$ cat config.mk
export PLATFORM = sky130hd
export DESIGN_NAME = ws2812b_autocal_ctrl
export DESIGN_NICKNAME = d
export VERILOG_FILES = /design/src/rtl/ws2812b_autocal_pkg.sv /design/src/rtl/ws2812b_edge_timer.sv /design/src/rtl/ws2812b_autocal_ctrl.sv
export SDC_FILE = /design/constraint.sdc
export NUM_CORES = 1
export LEC_CHECK = 0
export BUFFER_PORTS_ARGS = -buffer_cell sky130_fd_sc_hd__buf_4
export CAP_MARGIN = 20
export CELL_PAD_IN_SITES_DETAIL_PLACEMENT = 1
export CELL_PAD_IN_SITES_GLOBAL_PLACEMENT = 1
export CORE_MARGIN = 8
export CORE_UTILIZATION = 51
export CTS_BUF_LIST = sky130_fd_sc_hd__clkbuf_2
export DETAILED_ROUTE_END_ITERATION = 7
export PLACE_DENSITY = 0.84
export SLEW_MARGIN = 20
export SYNTH_ARGS = -nofsm -noshare
export SYNTH_HDL_FRONTEND = slang
export SYNTH_SLANG_ARGS = --single-unit
$ cat constraint.sdc
create_clock -name clk -period 6 [get_ports clk]
set_clock_uncertainty 0.2 [all_clocks]
set_input_delay 0.6 -clock clk [delete_from_list [all_inputs] [get_ports clk]]
set_output_delay 0.6 -clock clk [all_outputs]
set_load 0.03 [all_outputs]
$ cat src/rtl/ws2812b_autocal_pkg.sv
// ws2812b_autocal_pkg
// Shared types and constants for the WS2812B auto-calibration controller:
//   state_t      - calibration FSM states
//   ERR_*        - err_code values reported by the controller
//   GLITCH_CYC   - high pulses shorter than this are treated as spikes
//                  when WS2812B_AUTOCAL_GLITCH_FILTER_EN is defined
package ws2812b_autocal_pkg;

    typedef enum logic [2:0] {
        IDLE,
        WAIT_LOW,
        WAIT_RISE,
        MEAS_HIGH,
        MEAS_LOW,
        COMPUTE,
        COMMIT
    } state_t;

    localparam logic [1:0] ERR_NONE    = 2'd0;
    localparam logic [1:0] ERR_TIMEOUT = 2'd1;
    localparam logic [1:0] ERR_SPREAD  = 2'd2;

    localparam int GLITCH_CYC = 4;

endpackage

$ cat src/rtl/ws2812b_edge_timer.sv
// ws2812b_edge_timer
// Edge detector and pulse timers for the synchronized WS2812B data line.
// Ports:
//   clk, reset  - clock, synchronous active-high reset
//   din         - synchronized data line
//   rise, fall  - single-cycle edge strobes (combinational from din/din_q)
//   high_width  - cycles din was high in the pulse now ending; valid on fall
//   period      - cycles since the previous rise; valid on rise
// Both counters saturate at all-ones.
module ws2812b_edge_timer #(
    parameter int CNT_W = 16
) (
    input  logic             clk,
    input  logic             reset,
    input  logic             din,
    output logic             rise,
    output logic             fall,
    output logic [CNT_W-1:0] high_width,
    output logic [CNT_W-1:0] period
);

    localparam logic [CNT_W-1:0] ONE = CNT_W'(1);

    logic             din_q;
    logic [CNT_W-1:0] high_cnt_reg;
    logic [CNT_W-1:0] per_cnt_reg;

    assign rise       = din & ~din_q;
    assign fall       = ~din & din_q;
    assign high_width = high_cnt_reg;
    assign period     = per_cnt_reg;

    always_ff @(posedge clk) begin
        if (reset) begin
            din_q        <= 1'b0;
            high_cnt_reg <= '0;
            per_cnt_reg  <= '0;
        end else begin
            din_q <= din;

            // The rise cycle itself counts as the first high cycle, so by the
            // fall cycle the register holds exactly the number of high samples.
            if (rise) begin
                high_cnt_reg <= ONE;
            end else if (din && (high_cnt_reg != '1)) begin
                high_cnt_reg <= high_cnt_reg + ONE;
            end

            if (rise) begin
                per_cnt_reg <= ONE;
            end else if (per_cnt_reg != '1) begin
                per_cnt_reg <= per_cnt_reg + ONE;
            end
        end
    end

endmodule

$ cat src/rtl/ws2812b_autocal_ctrl.sv
// ws2812b_autocal_ctrl
// Self-calibrating configurator for the WS2812B decoder and idle detector.
// On start it measures SAMPLE_BITS high pulses and the periods between them,
// then commits threshold_cycles = (min_high + max_high) / 2 and
// idle_ticks = max_period * IDLE_MULT (saturated).
// Ports:
//   clk, reset        - clock, synchronous active-high reset
//   din               - synchronized data line
//   start, abort      - one-cycle calibration request / cancel
//   threshold_cycles  - committed decoder threshold
//   idle_ticks        - committed idle (frame-reset) count
//   cfg_valid         - one-cycle pulse when the two outputs above update
//   busy              - calibration in progress
//   done, err         - sticky success / failure flags
//   err_code          - ERR_NONE / ERR_TIMEOUT / ERR_SPREAD
//   min_high,max_high - extremes of the last completed measurement
// Optional feature: define WS2812B_AUTOCAL_GLITCH_FILTER_EN to discard high
// pulses shorter than GLITCH_CYC cycles (they are invisible to the statistics
// and do not split the surrounding bit period).
module ws2812b_autocal_ctrl
    import ws2812b_autocal_pkg::*;
#(
    parameter int CNT_W       = 16,
    parameter int SAMPLE_BITS = 16,
    parameter int TIMEOUT_CYC = 8192,
    parameter int MIN_SPREAD  = 8,
    parameter int IDLE_MULT   = 48,
    parameter int DEF_THRESH  = 38,
    parameter int DEF_IDLE    = 3840
) (
    input  logic             clk,
    input  logic             reset,
    input  logic             din,
    input  logic             start,
    input  logic             abort,
    output logic [CNT_W-1:0] threshold_cycles,
    output logic [CNT_W-1:0] idle_ticks,
    output logic             cfg_valid,
    output logic             busy,
    output logic             done,
    output logic             err,
    output logic [1:0]       err_code,
    output logic [CNT_W-1:0] min_high,
    output logic [CNT_W-1:0] max_high
);

`ifdef WS2812B_AUTOCAL_GLITCH_FILTER_EN
    localparam bit FILTER_EN = 1'b1;
`else
    localparam bit FILTER_EN = 1'b0;
`endif

    localparam int BC_W = $clog2(SAMPLE_BITS + 1);
    localparam int TO_W = $clog2(TIMEOUT_CYC + 1);

    localparam logic [BC_W-1:0]  BC_ONE    = BC_W'(1);
    localparam logic [BC_W-1:0]  BC_LAST   = BC_W'(SAMPLE_BITS);
    localparam logic [TO_W-1:0]  TO_ONE    = TO_W'(1);
    localparam logic [TO_W-1:0]  TO_LAST   = TO_W'(TIMEOUT_CYC - 1);
    localparam logic [CNT_W-1:0] SPREAD_C  = CNT_W'(MIN_SPREAD);
    localparam logic [CNT_W-1:0] MULT_C    = CNT_W'(IDLE_MULT);
    localparam logic [CNT_W-1:0] GLITCH_C  = CNT_W'(GLITCH_CYC);
    localparam logic [CNT_W-1:0] THRESH_C  = CNT_W'(DEF_THRESH);
    localparam logic [CNT_W-1:0] IDLE_C    = CNT_W'(DEF_IDLE);

    logic             rise;
    logic             fall;
    logic [CNT_W-1:0] high_width;
    logic [CNT_W-1:0] period;

    ws2812b_edge_timer #(
        .CNT_W (CNT_W)
    ) u_edge_timer (
        .clk        (clk),
        .reset      (reset),
        .din        (din),
        .rise       (rise),
        .fall       (fall),
        .high_width (high_width),
        .period     (period)
    );

    state_t           state_reg;
    logic [CNT_W-1:0] min_acc_reg;
    logic [CNT_W-1:0] max_acc_reg;
    logic [CNT_W-1:0] max_per_reg;
    // pend_per_reg: period ending at the current pulse's rise, only folded
    // into max_per_reg once the pulse proves not to be a glitch.
    // per_carry_reg: time already accumulated before a discarded spike.
    logic [CNT_W-1:0] pend_per_reg;
    logic [CNT_W-1:0] per_carry_reg;
    logic [BC_W-1:0]  bit_cnt_reg;
    logic [TO_W-1:0]  to_cnt_reg;

    logic [CNT_W-1:0]   spread;
    logic [CNT_W:0]     thr_sum;
    logic [CNT_W-1:0]   thr_val;
    logic [2*CNT_W-1:0] idl_prod;
    logic [CNT_W-1:0]   idl_val;
    logic [CNT_W:0]     carry_sum;
    logic [CNT_W-1:0]   pend_val;
    logic [BC_W-1:0]    bit_cnt_next;
    logic               glitch;
    logic               measuring;
    logic               timeout_hit;

    assign spread       = max_acc_reg - min_acc_reg;
    assign thr_sum      = {1'b0, min_acc_reg} + {1'b0, max_acc_reg};
    assign thr_val      = thr_sum[CNT_W:1];
    assign idl_prod     = {{CNT_W{1'b0}}, max_per_reg} * {{CNT_W{1'b0}}, MULT_C};
    assign idl_val      = (|idl_prod[2*CNT_W-1:CNT_W]) ? '1 : idl_prod[CNT_W-1:0];
    assign carry_sum    = {1'b0, per_carry_reg} + {1'b0, period};
    assign pend_val     = carry_sum[CNT_W] ? '1 : carry_sum[CNT_W-1:0];
    assign bit_cnt_next = bit_cnt_reg + BC_ONE;
    assign glitch       = FILTER_EN && (high_width < GLITCH_C);
    assign measuring    = (state_reg == WAIT_LOW) || (state_reg == WAIT_RISE) ||
                          (state_reg == MEAS_HIGH) || (state_reg == MEAS_LOW);
    assign timeout_hit  = measuring && !(rise || fall) && (to_cnt_reg == TO_LAST);

    always_ff @(posedge clk) begin
        if (reset) begin
            state_reg        <= IDLE;
            min_acc_reg      <= '1;
            max_acc_reg      <= '0;
            max_per_reg      <= '0;
            pend_per_reg     <= '0;
            per_carry_reg    <= '0;
            bit_cnt_reg      <= '0;
            to_cnt_reg       <= '0;
            threshold_cycles <= THRESH_C;
            idle_ticks       <= IDLE_C;
            cfg_valid        <= 1'b0;
            busy             <= 1'b0;
            done             <= 1'b0;
            err              <= 1'b0;
            err_code         <= ERR_NONE;
            min_high         <= '0;
            max_high         <= '0;
        end else begin
            cfg_valid <= 1'b0;

            if ((state_reg == IDLE) || rise || fall) begin
                to_cnt_reg <= '0;
            end else if (to_cnt_reg != TO_LAST) begin
                to_cnt_reg <= to_cnt_reg + TO_ONE;
            end

            if ((state_reg != IDLE) && abort) begin
                state_reg <= IDLE;
                busy      <= 1'b0;
            end else if (timeout_hit) begin
                err       <= 1'b1;
                err_code  <= ERR_TIMEOUT;
                state_reg <= IDLE;
                busy      <= 1'b0;
            end else begin
                case (state_reg)
                    IDLE: begin
                        if (start && !abort) begin
                            done          <= 1'b0;
                            err           <= 1'b0;
                            err_code      <= ERR_NONE;
                            min_acc_reg   <= '1;
                            max_acc_reg   <= '0;
                            max_per_reg   <= '0;
                            pend_per_reg  <= '0;
                            per_carry_reg <= '0;
                            bit_cnt_reg   <= '0;
                            state_reg     <= WAIT_LOW;
                            busy          <= 1'b1;
                        end
                    end
                    WAIT_LOW: begin
                        if (!din) begin
                            state_reg <= WAIT_RISE;
                        end
                    end
                    WAIT_RISE: begin
                        if (rise) begin
                            state_reg <= MEAS_HIGH;
                        end
                    end
                    MEAS_HIGH: begin
                        if (fall) begin
                            if (glitch) begin
                                // Spike: keep the running period open across it.
                                if (bit_cnt_reg == '0) begin
                                    per_carry_reg <= '0;
                                    state_reg     <= WAIT_RISE;
                                end else begin
                                    per_carry_reg <= pend_per_reg;
                                    state_reg     <= MEAS_LOW;
                                end
                            end else begin
                                if (high_width < min_acc_reg) begin
                                    min_acc_reg <= high_width;
                                end
                                if (high_width > max_acc_reg) begin
                                    max_acc_reg <= high_width;
                                end
                                // The first pulse has no preceding rise to measure from.
                                if ((bit_cnt_reg != '0) && (pend_per_reg > max_per_reg)) begin
                                    max_per_reg <= pend_per_reg;
                                end
                                per_carry_reg <= '0;
                                bit_cnt_reg   <= bit_cnt_next;
                                state_reg     <= (bit_cnt_next == BC_LAST) ? COMPUTE : MEAS_LOW;
                            end
                        end
                    end
                    MEAS_LOW: begin
                        if (rise) begin
                            pend_per_reg <= pend_val;
                            state_reg    <= MEAS_HIGH;
                        end
                    end
                    COMPUTE: begin
                        min_high <= min_acc_reg;
                        max_high <= max_acc_reg;
                        if (spread < SPREAD_C) begin
                            err       <= 1'b1;
                            err_code  <= ERR_SPREAD;
                            state_reg <= IDLE;
                            busy      <= 1'b0;
                        end else begin
                            // Registered here so the update is visible during COMMIT.
                            threshold_cycles <= thr_val;
                            idle_ticks       <= idl_val;
                            cfg_valid        <= 1'b1;
                            done             <= 1'b1;
                            state_reg        <= COMMIT;
                        end
                    end
                    COMMIT: begin
                        state_reg <= IDLE;
                        busy      <= 1'b0;
                    end
                    default: begin
                        state_reg <= IDLE;
                        busy      <= 1'b0;
                    end
                endcase
            end
        end
    end

endmodule
# After elaboration in Yosys (flattened, before gate mapping)
# Index checks and enable logic that the tools add are counted.
dict set report word_totals {
  reg_bits 205
  elab_cells 151
}
dict set report classes {
  addsub 7
  multipliers 1
  n_lt_le_gt_ge 4
  n_eq_ne 22
  n_mux 45
  bitwise 9
  reduce_logical 41
}
# cell count
set ops {}
lappend ops {{$mux 16} 12}
lappend ops {{$pmux 16 s2} 5}
lappend ops {{$add 16x16->17} 2}
lappend ops {{$add 16x1->16 const B} 2}
lappend ops {{$gt 16x16->1} 2}
lappend ops {{$ne 16x16->1 const B} 2}
lappend ops {{$mul 16x2->18 const B} 1}
lappend ops {{$reduce_and 6->1} 3}
lappend ops {{$lt 16x16->1} 1}
lappend ops {{$lt 16x4->1 const B} 1}
lappend ops {{$sub 16x16->16} 1}
lappend ops {{$mux 3} 5}
lappend ops {{$pmux 3 s5} 1}
lappend ops {{$reduce_and 5->1} 3}
lappend ops {{$add 14x1->14 const B} 1}
lappend ops {{$eq 14x13->1 const B} 1}
lappend ops {{$ne 14x13->1 const B} 1}
lappend ops {{$mux 1} 12}
lappend ops {{$reduce_and 4->1} 3}
lappend ops {{$mux 5} 2}
lappend ops {{$ne 2x1->1 const B} 5}
lappend ops {{$ne 2x2->1 const B} 5}
lappend ops {{$pmux 5 s2} 1}
lappend ops {{$reduce_bool 2->1} 5}
lappend ops {{other kinds (24)} 52}

# Logic depth before layout (Yosys ltp)
# Gate-level depths: netlist (run 1).
dict set report depth {
  word_depth 8
  depth_mapped 13
  depth_no_buf 11
}

# By module
# Synthesis (run 1) repeated with hierarchy kept, for this count alone.
dict set report hier_totals {
  hier_cells 1353
  hier_area_um2 11051.8
}
# mod instances cells_per_inst area_each_um2 seq_area_each_um2
set modules_own_cells {}
lappend modules_own_cells {ws2812b_autocal_ctrl 1 1148 9311.4 3062.9}
lappend modules_own_cells {ws2812b_edge_timer 1 205 1740.4 660.6}

# Worst setup path before layout (run 1)
# Ideal clock, no wire load.
dict set report synth_path {
  path_kind {reg2reg}
  startpoint {register min_acc_reg[2]}
  endpoint {register threshold_cycles[2]}
  setup_ns 0.130
  arrival_ns 2.759
  setup_slack_ns 2.912
  path_stages_with_launch 13
  n_path_buf 2
  cell_sequence {dfxtp_1 -> inv_1 -> ha_1 -> a21oi_2 -> o21ai_2 -> a32oi_2 -> a31oi_1 -> or4_4 -> a2111o_1 -> buf_6 -> buf_6 -> a21oi_1 -> o21ai_1}
}
dict set report synth_between {
  elab_chain_cells 4
}
# element line_no
set synth_lines {}
lappend synth_lines {{from (decl)} ws2812b_autocal_ctrl.sv:84} ;# logic [CNT_W-1:0] min_acc_reg;
lappend synth_lines {{from (signal assigned)} ws2812b_autocal_ctrl.sv:196} ;# min_acc_reg <= high_width;
lappend synth_lines {{$sub 16x16->16} ws2812b_autocal_ctrl.sv:107} ;# assign spread = max_acc_reg - min_acc_reg;
lappend synth_lines {{$lt 16x4->1} ws2812b_autocal_ctrl.sv:220} ;# if (spread < SPREAD_C) begin
lappend synth_lines {{$not 1->1 (no line)} n/a}
lappend synth_lines {{$reduce_and 4->1 (no line)} n/a}
lappend synth_lines {{to (signal assigned)} ws2812b_autocal_ctrl.sv:227} ;# threshold_cycles <= thr_val;
lappend synth_lines {{to (decl)} ws2812b_autocal_ctrl.sv:36} ;# output logic [CNT_W-1:0] threshold_cycles,
# Parallel ways exist; a longest one is shown, timed or not.
# A chain may end at the register's enable or synchronous reset.

# Final worst setup path (run 1)
dict set report layout_path {
  startpoint {register min_acc_reg[8]}
  endpoint {register err_code[0]}
}
dict set report layout_between {
  elab_chain_cells 4
}
# element line_no
set layout_lines {}
lappend layout_lines {{$sub 16x16->16} ws2812b_autocal_ctrl.sv:107}
lappend layout_lines {{$lt 16x4->1} ws2812b_autocal_ctrl.sv:220}
lappend layout_lines {{$ne 3x3->1 (no line)} n/a}
lappend layout_lines {{$reduce_and 4->1 (no line)} n/a}
lappend layout_lines {{to (signal assigned)} ws2812b_autocal_ctrl.sv:136} ;# err_code <= ERR_NONE;
lappend layout_lines {{to (signal assigned)} ws2812b_autocal_ctrl.sv:153} ;# err_code <= ERR_TIMEOUT;
lappend layout_lines {{to (signal assigned)} ws2812b_autocal_ctrl.sv:222} ;# err_code <= ERR_SPREAD;
lappend layout_lines {{to (decl)} ws2812b_autocal_ctrl.sv:42} ;# output logic [1:0] err_code,
# Every way passes these cells.

==> results.json, run 1 <==
{
  "postSynthCellCount": 1301,
  "postCtsHoldBufs": 6,
  "ir_drop_v": 0.000123,
  "num_rows": 53,
  "grt_antenna_before_repair": 2,
  "io_buffers": 74,
  "cpPeakStageDelay_ns": 0.86,
  "synth_nets": 1409,
  "synthDistinctLibCells": 83,
  "status": "finished clean",
  "final_cell_mix": "dfxtp_1 (186), nand2_1 (154), a21oi_1 (114)",
  "clkLatencyLatePin_ns": 0.85,
  "fp.dieW_microns": 161,
  "slowest_stage": "a2111o_1",
  "grt_util_all_layers_pct": 24.4,
  "async_flop_share_pct": 0,
  "ys_ff_latch": 186,
  "io_pins": 75,
  "cts_sinks": 186,
  "drtIter0Drc": 643,
  "post_drt_wl_per_cell_microns": 19.5,
  "final.setup.tns_ns": 0,
  "ys_dominant_reg_cell": "dfxtp_1",
  "path_clk_slew_ns": 0.32,
  "vias": 9713,
  "start_util_pct": 51.6,
  "yosys-top-cells-area": "dfxtp_1 (35%), ha_1 (12%), nand2_1 (5.4%)",
  "final_area_sq_mm": 0.0117,
  "cts_resized": 0,
  "firstDrtPassIters": 5,
  "min_period_ns": 4.40,
  "dpl-instance-area_sq_mm": 0.0114,
  "critPathBufInv": 2,
  "power_density_mw_per_mm2": 178,
  "synth_edf_count": 0,
  "max_freq_mhz": 228,
  "cts_root_buffer": "clkbuf_2",
  "cts_buffer_depth": 2,
  "drv_slew": 0,
  "yosys.area.top_type_share_pct": 34.5,
  "cp.required_ns": 6.60,
  "area_growth_pct": 8.79,
  "seq_area_frac_synth_pct": 34.5,
  "crit_fanout": 29,
  "whs_ns": 0.277,
  "crit_family": "compound AO/OA/AOI/OAI gates",
  "die_area_sq_mm": 0.0260,
  "avgSynthCellArea_sq_um": 8.28,
  "rsz0062_at_grt": "false",
  "pre_cts_ws_ns": 1.91,
  "drc_errors": 0,
  "die_h_microns": 161,
  "grt_max_degree": 65,
  "grt_pass1_vias": 9940,
  "drtAntennaViolNets": 0,
  "finalWorstSetupSlack_ns": 1.60,
  "maxCapViolCount": 0,
  "gp_congestion": 0.921,
  "slew_headroom_pct": 29.4,
  "synth_top_area_cell": "dfxtp_1",
  "grt_pass1_wl_mm": 52.1,
  "setup_viol": 0,
  "final_common_cell": "dfxtp_1",
  "p_leak_nw": 4.82,
  "drive_gt1_share_pct": 12.2,
  "finalNetCount": 1444,
  "dp_hpwl_mm": 23.8,
  "ys_warn_count": 0,
  "h-tree-depth": 4,
  "post_cts_buffers": 0,
  "via_per_inst": 5.98,
  "grt-ovfl-total": 0,
  "max_slew.worst_pin.slew_ns": 1.06,
  "timing.final.crit_share_pct": 73.3,
  "finalPower_w": 0.00208,
  "syn_area_sq_mm": 0.0108,
  "critPathCaptureType": "register",
  "core_area_sq_mm": 0.0209,
  "worstSetupPathType": "register to register",
  "crit_arrival_ns": 4.99,
  "startpoint_type": "register",
  "numCtsBuffers": 17,
  "cts_tree": "done",
  "worstHoldPathType": "register to register",
  "routed_wl_mm": 31.6,
  "crit_chain": "inv_1 > ha_1 > o211ai_2 > nor2_1 > a32oi_2 > a31oi_1 > or4_4 > a2111o_1 > nor2_2 > o22ai_1 > dlygate4sd3_1",
  "finalHoldViolCount": 0
}
metrics by stage:
stage | std cells | util (%)
after global routing | 1625 | 56.1
after detailed placement | 1586 | 54.6
final | 1625 | 56.1
after floorplan | 1301 | -
after CTS | 1624 | 56.1
after global placement | 1586 | 54.6
worst paths after layout:
path | startpoint | cells past startpoint | slack (ns) | end
setup / recovery | min_acc_reg[8] | 11 | 1.60 | err_code[0]
hold / removal | max_high[0] | 2 | 0.28 | max_high[0]
setup reg to reg | min_acc_reg[8] | 11 | 1.60 | err_code[0]
hold reg to reg | max_high[0] | 2 | 0.28 | max_high[0]
synthesized netlist by cell type, types with 11 or more instances:
cell type,count
nor4_1,12
o21ai_0,38
o22a_1,16
ha_1,101
clkbuf_1,47
inv_1,75
xnor2_1,28
nor3_1,35
a21o_1,23
nand4_1,18
a211oi_1,11
a21oi_1,114
nor4b_1,15
xor2_1,29
nand2_1,155
nor2_1,105
mux2i_1,25
nor2b_1,14
nand3_1,57
dfxtp_1,186
a31o_2,16
o21a_1,11
per-layer routing:
metal	up-vias	routed length [microns]	track usage, %
li1	4688	-	-
met1	4738	15100	33.6
met2	237	14200	38.2
met3	48	1640	4.30
met4	2	655	7.07
met5	-	13	0
tightest hold or removal path, stage by stage, from the launching register on:
cell     delay, ns
dfxtp_1       0.37
nand2_1       0.05
a21oi_1       0.05
cell families after synthesis:
kind of cell	share of synthesized area (%)
muxes	2.43
buffers and inverters	5.58
DFF	34.5
and+or+nand+nor	20.8
adders and majority gates	12.1
xor gates and xnor gates	4.63
AOI/OAI and AO/OA	19.9
power breakdown:
group / switching (W) / internal, W / total [W]
clock network: 0.000496 / 0.000168 / 0.000664
registers: 0.0000145 / 0.00125 / 0.00126
logic: 0.000114 / 0.0000410 / 0.000155
total: 0.000624 / 0.00146 / 0.00208
final cells by class:
cell class / instances / area (sq um)
fillers: 2583 / 9160
multi-input cells: 970 / 6470
flip-flops and latches: 186 / 3720
repair buffers: 85 / 653
well taps: 275 / 344
inverters: 76 / 285
clock inverters: 15 / 160
clock buffers: 17 / 85.1
diodes: 1 / 2.50
(Power assumes the default switching activity.)
==> inputs of run 2 (changes only) <==
- CORE_UTILIZATION: 51 -> 43
- PLACE_DENSITY: 0.84 -> 0.76
- clock period: 6 -> 3.55 ns (I/O delays scaled with it)
==> run 2 against run 1 <==
Total power increased by 68%. Cell count rose by 6.3%. Routed wire length rose by 3.3%. Clock power rose by 61%. First-iteration DRC count increased by 7.6%. Combinational power grew 93%. Global-route usage decreased by 3.0 points. Non-clock buffer count increased by 48. Sequential power increased by 69%. Worst setup slack lost 1.4 ns.
==> results.json, run 2 (synthesis gave the netlist of run 1 again) <==
{
  "cts_root_buffer": "clkbuf_2",
  "vias": 9804,
  "finalPower_w": 0.00350,
  "ir_drop_v": 0.000155,
  "via_per_inst": 5.67,
  "worstHoldPathType": "input port to register",
  "drc_errors": 0,
  "finalHoldViolCount": 0,
  "maxCapViolCount": 0,
  "power_density_mw_per_mm2": 288,
  "io_pins": 75,
  "finalNetCount": 1492,
  "drv_slew": 0,
  "die_h_microns": 174,
  "cts_tree": "done",
  "final.setup.tns_ns": 0,
  "status": "finished clean",
  "area_growth_pct": 12.6,
  "cp.required_ns": 4.03,
  "startpoint_type": "register",
  "crit_arrival_ns": 3.87,
  "clkLatencyLatePin_ns": 0.80,
  "n_fill_cell": 3055,
  "numCtsBuffers": 17,
  "grt_antenna_before_repair": 1,
  "min_period_ns": 3.39,
  "worstSetupPathType": "register to register",
  "drtIter0Drc": 692,
  "drive_gt1_share_pct": 15.5,
  "final_cell_mix": "dfxtp_1 (183), nand2_1 (154), buf_4 (127)",
  "grt-ovfl-total": 0,
  "gp_congestion": 0.988,
  "grt_pass1_wl_mm": 53.1,
  "setup_viol": 0,
  "h-tree-depth": 4,
  "multiInputGateArea_sq_mm": 0.00647,
  "max_slew.worst_pin.slew_ns": 0.683,
  "fp.dieW_microns": 174,
  "io_buffers": 74,
  "grt_pass1_vias": 9812,
  "routed_wl_mm": 32.7,
  "slew_headroom_pct": 54.2,
  "post-route-util_pct": 48.8,
  "firstDrtPassIters": 5,
  "cts_buffer_depth": 2,
  "cts_sinks": 186,
  "path_clk_slew_ns": 0.28,
  "crit_fanout": 6,
  "final_common_cell": "dfxtp_1",
  "p_leak_nw": 5.06,
  "start_util_pct": 43.3,
  "post_drt_wl_per_cell_microns": 18.9,
  "max_freq_mhz": 295,
  "timing.final.crit_share_pct": 95.5,
  "grt_util_all_layers_pct": 21.3,
  "rsz0062_at_grt": "false",
  "die_area_sq_mm": 0.0304,
  "critPathCaptureType": "register",
  "seq_area_sq_mm": 0.00373,
  "num_rows": 58,
  "drtAntennaViolNets": 0,
  "core_area_sq_mm": 0.0249,
  "dp_hpwl_mm": 25.3,
  "grt_max_degree": 58
}
run 2: changes by cell type in the layout (fill, tap and decap cells not counted), moves of 2 or more:
cell / previous run / this run
dfxtp_2: 0 / 3
buf_4: 79 / 127
dfxtp_1: 186 / 183
clkbuf_2: 17 / 20
clkinvlp_4: 4 / 1
clkinv_2: 0 / 2
inv_8: 4 / 1
run 2: final cells by class:
cell class	instances	area share, %
tap	330	3.40
timing repair buffer	133	8.43
clock inverter	12	0.948
sequential	186	30.7
clock buffer	20	0.825
inverter	76	2.35
multi-input combinational	970	53.3
antenna	1	0.0206
run 2: final timing paths:
check / start / end / slack (ns) / cells after the start
setup / recovery: min_acc_reg[13] / busy / 0.16 / 10
hold / removal: start / err_code[0] / 0.22 / 5
setup reg to reg: min_acc_reg[13] / busy / 0.16 / 10
hold reg to reg: min_high[1] / min_high[1] / 0.27 / 2
run 2: critical path, cell delays in order, from the launching register on:
cell	delay, ns
dfxtp_1	0.52
inv_1	0.14
ha_1	0.40
inv_1	0.13
and3_1	0.21
nor4b_1	0.41
o2111ai_1	0.32
a2111o_1	0.41
buf_4	0.18
a211oi_1	0.26
nor3_1	0.08
run 2: layer usage:
layer	track usage, %	wire [microns]	vias up
li1	-	-	4804
met1	29.9	16400	4765
met2	32.3	14100	186
met3	3.71	1390	49
met4	7.52	777	0
met5	0	0	-
run 2: per-stage QoR:
stage               area [sq um]  hold WS [ns]  cells  worst slack [ns]
finish                     12100         0.218   1728             0.161
global route               12100         0.180   1728            0.0195
CTS                        12100         0.149   1726             0.111
detailed placement         11800         0.248   1689             0.171
global placement           11800         0.245   1689             0.296
floorplan                  10800         0.245   1301             0.462
run 2: timing repair:
| item | in CTS | in global routing |
|---|---|---|
| setup buffers | 0 | 1 |
| gates resized for setup | 0 | 6 |
| endpoints found under the setup margin | 0 | 20 |
| endpoints found under the hold margin | 73 | 0 |
| hold buffers | 5 | 0 |
run 2: power breakdown:
group / total [W] / switching, W / leakage [nW] / internal, W
clock network: 0.00107 / 0.000799 / 0.139 / 0.000275
registers: 0.00213 / 0.0000182 / 1.50 / 0.00211
logic: 0.000299 / 0.000204 / 3.42 / 0.0000951
